[src/rtl/seg_display_arbiter.sv]
// Round-robin arbiter that lends the shared 4-digit seven-segment display to one of four requesters
// and keeps the winner's 13-bit value on screen for HOLD_CYCLES cycles.
module seg_display_arbiter #(
    parameter int HOLD_CYCLES = 100_000_000,
    parameter int CNT_W       = 27
) (
    input  logic        clk,
    input  logic        rst,
    input  logic [3:0]  req,
    input  logic [51:0] req_val,
    input  logic        lock,
    output logic [3:0]  grant,
    output logic [12:0] disp_num,
    output logic [1:0]  disp_src,
    output logic        disp_valid,
    output logic        busy
);

    typedef enum logic {
        IDLE = 1'b0,
        HOLD = 1'b1
    } state_t;

    localparam logic [CNT_W-1:0] HOLD_LOAD = CNT_W'(HOLD_CYCLES - 1);

    state_t            state;
    logic [1:0]        ptr;
    logic [CNT_W-1:0]  hold_cnt;

    logic [1:0]        win;
    logic [1:0]        idx;
    logic [12:0]       win_val;

    // Scan from the farthest candidate back to ptr so the first set bit at or after ptr wins.
    always_comb begin
        win = ptr;
        idx = ptr;
        for (int k = 3; k >= 0; k--) begin
            idx = ptr + 2'(k);
            if (req[idx]) begin
                win = idx;
            end
        end
        win_val = req_val[win*13 +: 13];
    end

    always_ff @(posedge clk) begin
        if (rst) begin
            state      <= IDLE;
            ptr        <= 2'd0;
            hold_cnt   <= '0;
            grant      <= 4'b0000;
            disp_num   <= 13'd0;
            disp_src   <= 2'd0;
            disp_valid <= 1'b0;
            busy       <= 1'b0;
        end else begin
            case (state)
                IDLE: begin
                    grant <= 4'b0000;
                    if (req != 4'b0000) begin
                        disp_num   <= win_val;
                        disp_src   <= win;
                        grant      <= 4'b0001 << win;
                        disp_valid <= 1'b1;
                        hold_cnt   <= HOLD_LOAD;
                        ptr        <= win + 2'd1;
                        busy       <= 1'b1;
                        state      <= HOLD;
                    end
                end
                HOLD: begin
                    grant <= 4'b0000;
                    // lock freezes the countdown so a value can be read for as long as needed.
                    if (!lock) begin
                        if (hold_cnt != '0) begin
                            hold_cnt <= hold_cnt - 1'b1;
                        end else begin
                            busy  <= 1'b0;
                            state <= IDLE;
                        end
                    end
                end
                default: begin
                    state <= IDLE;
                    busy  <= 1'b0;
                    grant <= 4'b0000;
                end
            endcase
        end
    end

endmodule

[config.mk]
export PLATFORM = sky130hd
export DESIGN_NAME = seg_display_arbiter
export DESIGN_NICKNAME = d
export VERILOG_FILES = /design/src/rtl/seg_display_arbiter.sv
export SDC_FILE = /design/constraint.sdc
export NUM_CORES = 1
export LEC_CHECK = 0
export ABC_AREA = 1
export BUFFER_PORTS_ARGS = -buffer_cell sky130_fd_sc_hd__buf_4
export CAP_MARGIN = 20
export CORE_ASPECT_RATIO = 0.7
export CORE_MARGIN = 3
export CORE_UTILIZATION = 45
export CTS_CLUSTER_SIZE = 8
export DETAILED_ROUTE_END_ITERATION = 10
export PLACE_DENSITY = 0.72
export RECOVER_POWER = 25
export SLEW_MARGIN = 20
export SYNTH_ARGS = -nofsm -noshare
export SYNTH_HDL_FRONTEND = slang
export SYNTH_SLANG_ARGS = --single-unit
export TNS_END_PERCENT = 100
[constraint.sdc]
create_clock -name clk -period 1.7 [get_ports clk]
set_input_delay 0.255 -clock clk [delete_from_list [all_inputs] [get_ports clk]]
set_output_delay 0.255 -clock clk [all_outputs]
set_load 0.01 [all_outputs]
== Word level (Yosys, flattened, before mapping) ==
Cells that the tools add are included.
Cells by class
  add/subtract/negate cells: 5
  multipliers: 1
  magnitude comparators: 4
  eq/ne operators: 4
  shifts and indexed selects: 2
  muxes and demuxes: 26
  bitwise logic cells: 1
  reduce and logical (&&, ||, !) cells: 5
Operators by type and width (number)
  27-bit two-way mux: 3
  27-bit one-hot mux with 2 select lines: 1
  52-bit by 7-bit indexed part select with 13-bit output: 1
  27-bit nonzero test: 1
  27-bit by 1-bit subtractor with 27-bit output (second input constant): 1
  2-bit by 3-bit < comparator with 1-bit output (second input constant): 4
  1-bit two-way mux: 10
  1-bit binary-select mux with 2-bit select: 4
  2-bit two-way mux: 4
  4-bit one-hot mux with 2 select lines: 1
  2-bit by 4-bit multiplier with 6-bit output (second input constant): 1
  2-bit != test (second input constant): 3
  3-bit AND reduction: 2
  2-bit by 1-bit adder with 2-bit output (second input constant): 2
  2-bit adder (second input constant): 2
  4-bit two-way mux: 1
  1-bit one-hot mux with 2 select lines: 2
  4-bit nonzero test: 1
  1-bit by 2-bit << shifter with 4-bit output (first input constant): 1
  2-bit by 1-bit != test with 1-bit output (second input constant): 1
  2-bit AND reduction: 1
  1-bit NOT: 1
Storage, ports and cells
  flip-flop bits (word level): 51
  bits of input ports: 59
  output and inout port bits: 21
  logic and storage cells: 56

== Longest topological paths before layout ==
Gate-level depths: netlist of run 1.
  depth in word-level cells: 10
  depth in mapped cells: 16
  mapped depth without buffers: 14

== Worst setup path after synthesis of run 1 ==
No wires, ideal clock.
  path type: reg-to-reg
  start point: reg hold_cnt[0]
  end point: reg hold_cnt[7]
  library setup time: 0.132 ns
  arrival time: 1.533 ns
  required time: 1.568 ns
  slack: 0.034 ns
  stages on the path, launching flop included: 11
  path buffers: 1
  period minus slack after synthesis: 1.666 ns
  cell sequence: dfxtp_1 -> inv_1 -> ha_1 -> inv_1 -> nor2_2 -> nand3b_4 -> nand2_1 -> nand2_2 -> buf_2 -> o21ai_1 -> a21oi_1
On the way
  cells in the longest elaborated chain, start to end: 4
  elaborated cells on any way between the ends: 7
  those cells by class: 1 x add/sub; 1 x eq/ne; 3 x mux; 2 x reduce/logical
RTL lines
  start, declared: RTL line 28  | logic [CNT_W-1:0] hold_cnt;
  start signal, assigned: RTL line 77  | hold_cnt <= hold_cnt - 1'b1;
  27-bit by 1-bit subtractor with 27-bit output: RTL line 77
  27-bit two-way mux: RTL line 76  | if (hold_cnt != '0) begin
  27-bit two-way mux: RTL line 75  | if (!lock) begin
  27-bit one-hot mux with 2 select lines: RTL line 58  | case (state)
Several ways; a longest one is shown, not always the timed one. The select of a mux whose other input is x is not followed.
A chain may end at the register's enable or synchronous reset.

== Worst setup path in the final report of run 1 ==
  start point: reg hold_cnt[20]
  end point: reg hold_cnt[3]
On the way
  cells in the longest elaborated chain, start to end: 3
RTL lines (RTL line)
  27-bit nonzero test: 76
  2-bit by 1-bit != test with 1-bit output (no line)
  3-bit AND reduction (no line)
Every way passes these cells.

==> metrics.csv, run 1 <==
metric,value,unit
IO Pins,80,
outcome,finished with violations,
core area,0.00649,mm^2
clk_skew,0.00630,ns
synth warn,0,
Critical Path Sink Type,flop,
Rel. slew slack,76.7,%
"Arr. time, crit path",2.10,ns
initial antenna violation count,0,
die area,0.00803,mm^2
Hold Crit Depth,3,
Total GRT Usage,25.4,%
placed insts,685,
Slew Limit Fails,0,
# setup viols final,39,
most frequent cell on the critical path,nand2_2,
sequential element share of the synthesized area,32.5,%
Multi-input gate area,0.00213,mm^2
"Reg clk slew, reported paths",0.10,ns
pwr/cell area,1210,mW/mm^2
Vias/cell,5.44,
failing checks,negative setup slack,
# hold bufs at CTS,0,
setup slack after layout,-0.148,ns
Final period util,109,%
reg2reg path depth,12,
WL final,11900,um
CTS sink cnt,51,
GRT overflow,0,
largest net degree at the start of global routing,28,
Syn Area/Cell,6.54,um^2
drt pass-1 iters,5,
Peak supply drop,749,uV
worst-margin pin slew,0.346,ns
Max clock buf depth,2,
IO Port Bufs,79,
syn_nets,540,
fin nets,694,
unrepaired setup endpoints after global routing,yes,
register area,0.00103,mm^2
Synth Flop Type,dfxtp_1,
post-DP HPWL,7260,um
P_leak,0.00242,uW
Final min period,1.85,ns
first-pass GRT wire length,16300,um
CTS H-tree depth,2,
clk_lat worst skew,0.31,ns
Post-Syn Instances,480,
CTS tree,yes,
via count,3950,
antenna diode count,0,
"Distinct cells, synth",35,
Max-cap violations,0,
layout cell share with drive strength beyond 1,41.7,%
FP Rows,24,
number of enable flip-flop cells after synthesis,0,
Starting Density,48.4,%
CP Max Fanout,6,
drt initial violations,428,
max frequency,0.541,GHz
total power,6060,uW
share of synthesized registers carrying an async set or reset,0,%
Syn Std Cell Area,0.00314,mm^2
# DRC,0,
Synth-to-Final Area Change,59.4,%
root buf cell,clkbuf_8,
Final GP Congestion,0.836,
die width,106,um
Fill cells,459,
register bit total from synthesis,51,
"Critical Path, Cell by Cell",inv_1 -> nand2_2 -> nor2_4 -> nand2_2 -> nor3_4 -> nand3b_4 -> buf_12 -> a21oi_4 -> buf_6 -> buf_16 -> nand2_1 -> a21oi_2,
CP startpoint kind,flop,
drt wl/cell,16.4,um
Crit Path Category,reg2reg,
Die Y,75.9,um
path category of the worst min-delay check,in2reg,
Antenna Violating Nets Remaining,0,
Finished Layout Cells,726,
WP data required,1.95,ns
Num CTS Buffers,5,
final hold viol count,0,
vias in the first global route,3435,
max incr delay on CP,0.35,ns
critical path's slowest cell,dfxtp_1,
==> critical path, delay by kind of cell (launching register included) <==
family | cells | cell delay (ns)
AND/OR/NAND/NOR | 6 | 0.62
buffers and inverters | 4 | 0.57
flip-flops | 1 | 0.35
AO/OA/AOI/OAI | 2 | 0.25
==> through the flow <==
stage | area [um^2] | worst slack [ns] | setup TNS [ns] | hold WS (ns) | util, %
after floorplan | 3140 | 0.0343 | 0 | 0.385 | -
after global placement | 4210 | -0.0409 | -0.0834 | 0.445 | 64.9
after detailed placement | 4210 | -0.150 | -2.45 | 0.452 | 64.9
after CTS | 4500 | -0.0526 | -0.800 | 0.159 | 69.4
after global routing | 5010 | -0.244 | -7.82 | 0.147 | 77.2
final | 5010 | -0.148 | -3.82 | 0.151 | 77.2
==> final timing paths <==
kind | startpoint | end | slack (ns)
worst max-delay path | hold_cnt[20] | hold_cnt[3] | -0.15
worst min-delay path | req_val[32] | disp_num[6] | 0.15
worst max register to register | hold_cnt[20] | hold_cnt[3] | -0.15
worst min register to register | disp_valid | disp_valid | 0.47
==> flip-flops by register name, indices dropped and copies added, names as in the netlist <==
register / flops
grant: 4
state: 1
disp_num: 13
ptr: 2
disp_src: 2
busy: 1
hold_cnt: 27
disp_valid: 1
==> area by class of cell <==
type                            count  area share [%]
Multi-Input combinational cell    362            42.5
Timing Repair Buffer              167            29.2
Sequential cell                    51            20.6
Inverter                           47            3.67
Tap cell                           91            2.27
Clock buffer                        6            1.45
Clock inverter                      2           0.250
==> power breakdown <==
part / switching, uW / internal (uW) / leakage, uW
Combinational: 2020 / 1700 / 0.00195
Sequential: 160 / 1440 / 0.000424
Clock: 441 / 290 / 0.0000412
Total: 2620 / 3430 / 0.00242
==> timing repair <==
action / 4_1_cts / 5_1_grt
pin swaps: 0 / 29
setup buffers: 14 / 12
resized for setup: 19 / 95
gates cloned: 2 / 6
endpoints found under the setup margin: 43 / 42
==> cells in the final DEF (no fill, tap or decap), types with 4 or more instances in the layout <==
cell / netlist / layout
nand2_2: 6 / 27
nand2_4: 1 / 14
buf_4: 2 / 136
inv_2: 9 / 8
nand3b_1: 12 / 12
buf_12: 0 / 5
nor2_4: 3 / 8
nand3_1: 35 / 25
a21oi_2: 0 / 6
clkbuf_8: 0 / 5
nor2_2: 4 / 7
clkbuf_1: 5 / 9
buf_6: 4 / 9
clkbuf_16: 0 / 5
o21ai_1: 12 / 12
dfxtp_1: 51 / 45
nand2_1: 141 / 106
nand4_1: 27 / 27
xnor2_1: 5 / 5
inv_1: 37 / 36
nand3_2: 1 / 10
a21oi_1: 27 / 21
nor2_1: 50 / 42
xor2_1: 16 / 16
dfxtp_2: 0 / 4
o21ai_0: 7 / 5
==> routing by layer <==
layer,vias to the layer above,global-route usage [%],part of all wire (%),wire length [um]
li1,1866,-,-,-
met1,1845,34.6,44,5180
met2,217,43.1,46,5480
met3,22,4.32,8.8,1050
met4,0,5.75,1.5,173
met5,-,0,0,0
==> synthesized netlist by cell type, types with 3 or more instances <==
cell	instances	share of area, %
a21oi_1	27	4.3
nor2_4	3	1.1
o21ai_1	12	1.9
nor2_2	4	0.80
inv_2	9	1.1
nand2_2	6	1.2
nand2_1	141	17
nand4_1	27	5.4
nand3b_1	12	2.9
buf_2	8	1.3
nor3_1	3	0.48
buf_6	4	1.4
nand3_1	35	5.6
inv_1	37	4.4
xor2_1	16	4.5
o21ai_0	7	1.1
nor2_1	50	6.0
xnor2_1	5	1.4
dfxtp_1	51	33
clkbuf_1	5	0.60
==> cells by family after synthesis <==
group	share of synthesized area, %
simple gates	42.4
buf+inv	9.60
compound gates	9.20
flops	32.5
xor+xnor	5.86
fa+ha+maj	0.398
Power figures use the tool's default switching activity.
==> run 2, diff against run 1 <==
Settings changed: CORE_UTILIZATION 45 to 41, PLACE_DENSITY 0.72 to 0.67.
==> metrics.csv, run 2 (synthesis results as in run 1) <==
metric,value,unit
core area,0.00735,mm^2
root buf cell,clkbuf_8,
unrepaired setup endpoints after global routing,yes,
Top Registers,"hold_cnt: 27 flops, disp_num: 13 flops, grant: 4 flops",
WP data required,1.95,ns
clk_skew,0.00349,ns
largest net degree at the start of global routing,29,
Sw Share,43.1,%
Logic pwr share,61.8,%
critical path buffer and inverter count,3,
"most common cell after layout, fill and taps aside",buf_4,
Crit path max-delay family,simple AND/OR/NAND/NOR gates,
antenna diode count,0,
IO Pins,80,
critical path's slowest cell,dfxtp_2,
WL final,11400,um
Synth-to-Final Area Change,60.6,%
Num CTS Buffers,5,
Starting Density,42.7,%
Sequential Power Share,26.3,%
Total GRT Usage,22.5,%
post-route core utilization,68.6,%
drt pass-1 iters,5,
GRT overflow,0,
die area,0.00876,mm^2
CTS tree,yes,
CTS sink cnt,51,
path category of the worst min-delay check,in2reg,
first-pass GRT wire length,16300,um
Peak supply drop,648,uV
Die Y,79.2,um
IO Port Bufs,79,
die width,111,um
Vias/cell,5.22,
setup slack after layout,-0.125,ns
Max clock buf depth,2,
"Arr. time, crit path",2.07,ns
most frequent cell on the critical path,nand2_2,
pwr/cell area,1210,mW/mm^2
"Reg clk slew, reported paths",0.10,ns
initial antenna violation count,0,
Slew Limit Fails,0,
clk_lat worst skew,0.31,ns
failing checks,negative setup slack,
max frequency,0.548,GHz
clock share of power,11.9,%
drt initial violations,234,
Rel. slew slack,77.2,%
# setup viols final,40,
Final min period,1.82,ns
max reg flops,27,
CTS H-tree depth,2,
drt wl/cell,15.7,um
CP startpoint kind,flop,
final hold viol count,0,
max incr delay on CP,0.34,ns
fin nets,686,
Sw Pwr,2620,uW
Critical Path Sink Type,flop,
internal power,3460,uW
outcome,finished with violations,
FP Rows,26,
CP Max Fanout,7,
Max-cap violations,0,
# hold bufs at CTS,0,
Top reg by flops,hold_cnt,
Min Hold Slack,0.146,ns
vias in the first global route,3402,
# DRC,0,
"commonest non-fill, non-tap cells in the layout","126 x buf_4, 99 x nand2_1, 46 x nor2_1, 43 x dfxtp_1",
P_leak,0.00241,uW
Final GP Congestion,0.842,
Crit Path Category,reg2reg,
layout cell share with drive strength beyond 1,43.2,%
Antenna Violating Nets Remaining,0,
via count,3785,
worst-margin pin slew,0.342,ns
post-DP HPWL,7250,um
Final period util,107,%
"Critical Path, Cell by Cell",buf_6 -> inv_8 -> nand2_2 -> nand2_2 -> nand2_2 -> nand2_1 -> nand2_1 -> nand2_2 -> nand2_2 -> nand2_4 -> nand2_8 -> nor2_4 -> clkbuf_16 -> a21oi_2 -> o21ai_1,
-- run 2: changes by cell type in the layout (fill, tap and decap cells not counted), sizes merged --
| cell | delta |
|---|---|
| buf | -7 |
| clkbuf | -1 |
-- run 2: final cells by class --
cell class / count / area [um^2]
repair buffers: 159 / 1430
multi-input cells: 362 / 2180
flip-flops and latches: 51 / 1030
well taps: 98 / 123
fillers: 601 / 2310
clock buffers: 6 / 72.6
inverters: 47 / 196
clock inverters: 2 / 12.5
-- run 2: power groups by stage --
stage	Combinational, uW	Clock [uW]	Sequential (uW)
after CTS	2710	728	1580
final	3760	724	1600
after global routing	4030	765	1620
after floorplan	1480	0	1660
after detailed placement	2590	0	1590
after global placement	2560	0	1590
-- run 2: per-stage QoR --
| step | setup WS, ns | power (uW) | cells | TNS, ns | cell area [um^2] |
|---|---|---|---|---|---|
| detailed placement | -0.0585 | 4180 | 695 | -1.32 | 4230 |
| CTS | -0.0483 | 5020 | 710 | -0.604 | 4470 |
| global route | -0.242 | 6420 | 725 | -7.83 | 5040 |
| global placement | 0.00659 | 4150 | 695 | 0 | 4230 |
| finish | -0.125 | 6080 | 725 | -3.22 | 5040 |
| floorplan | 0.0343 | 3140 | 480 | 0 | 3140 |
-- run 2: path summary, 6_finish.rpt --
path / start / to / slack, ns / cells after the start
hold / removal: req_val[31] / disp_num[5] / 0.15 / 3
setup / recovery: ptr[0] / ptr[1] / -0.12 / 15
setup reg to reg: ptr[0] / ptr[1] / -0.12 / 15
hold reg to reg: disp_num[2] / disp_num[2] / 0.45 / 2
-- run 2: layer usage --
layer / vias to the layer above / track usage [%] / wire length (um)
li1: 1854 / - / -
met5: - / 0 / 0
met1: 1778 / 31.6 / 5380
met4: 0 / 4.67 / 122
met3: 14 / 4.11 / 784
met2: 139 / 36.2 / 5130
-- run 2: repair_timing --
item,CTS,global route
pin swaps,3,38
gates resized for setup,26,109
setup endpoints to repair,37,45
hold endpoints to repair,0,0
gates cloned,2,9
buffers inserted,5,7
-- run 2: worst reg2reg max path, delay by kind of cell (launching register included) --
family / cells / cell delay (ns)
simple gates: 10 / 0.91
buf+inv: 3 / 0.42
flops: 1 / 0.34
compound gates: 2 / 0.11
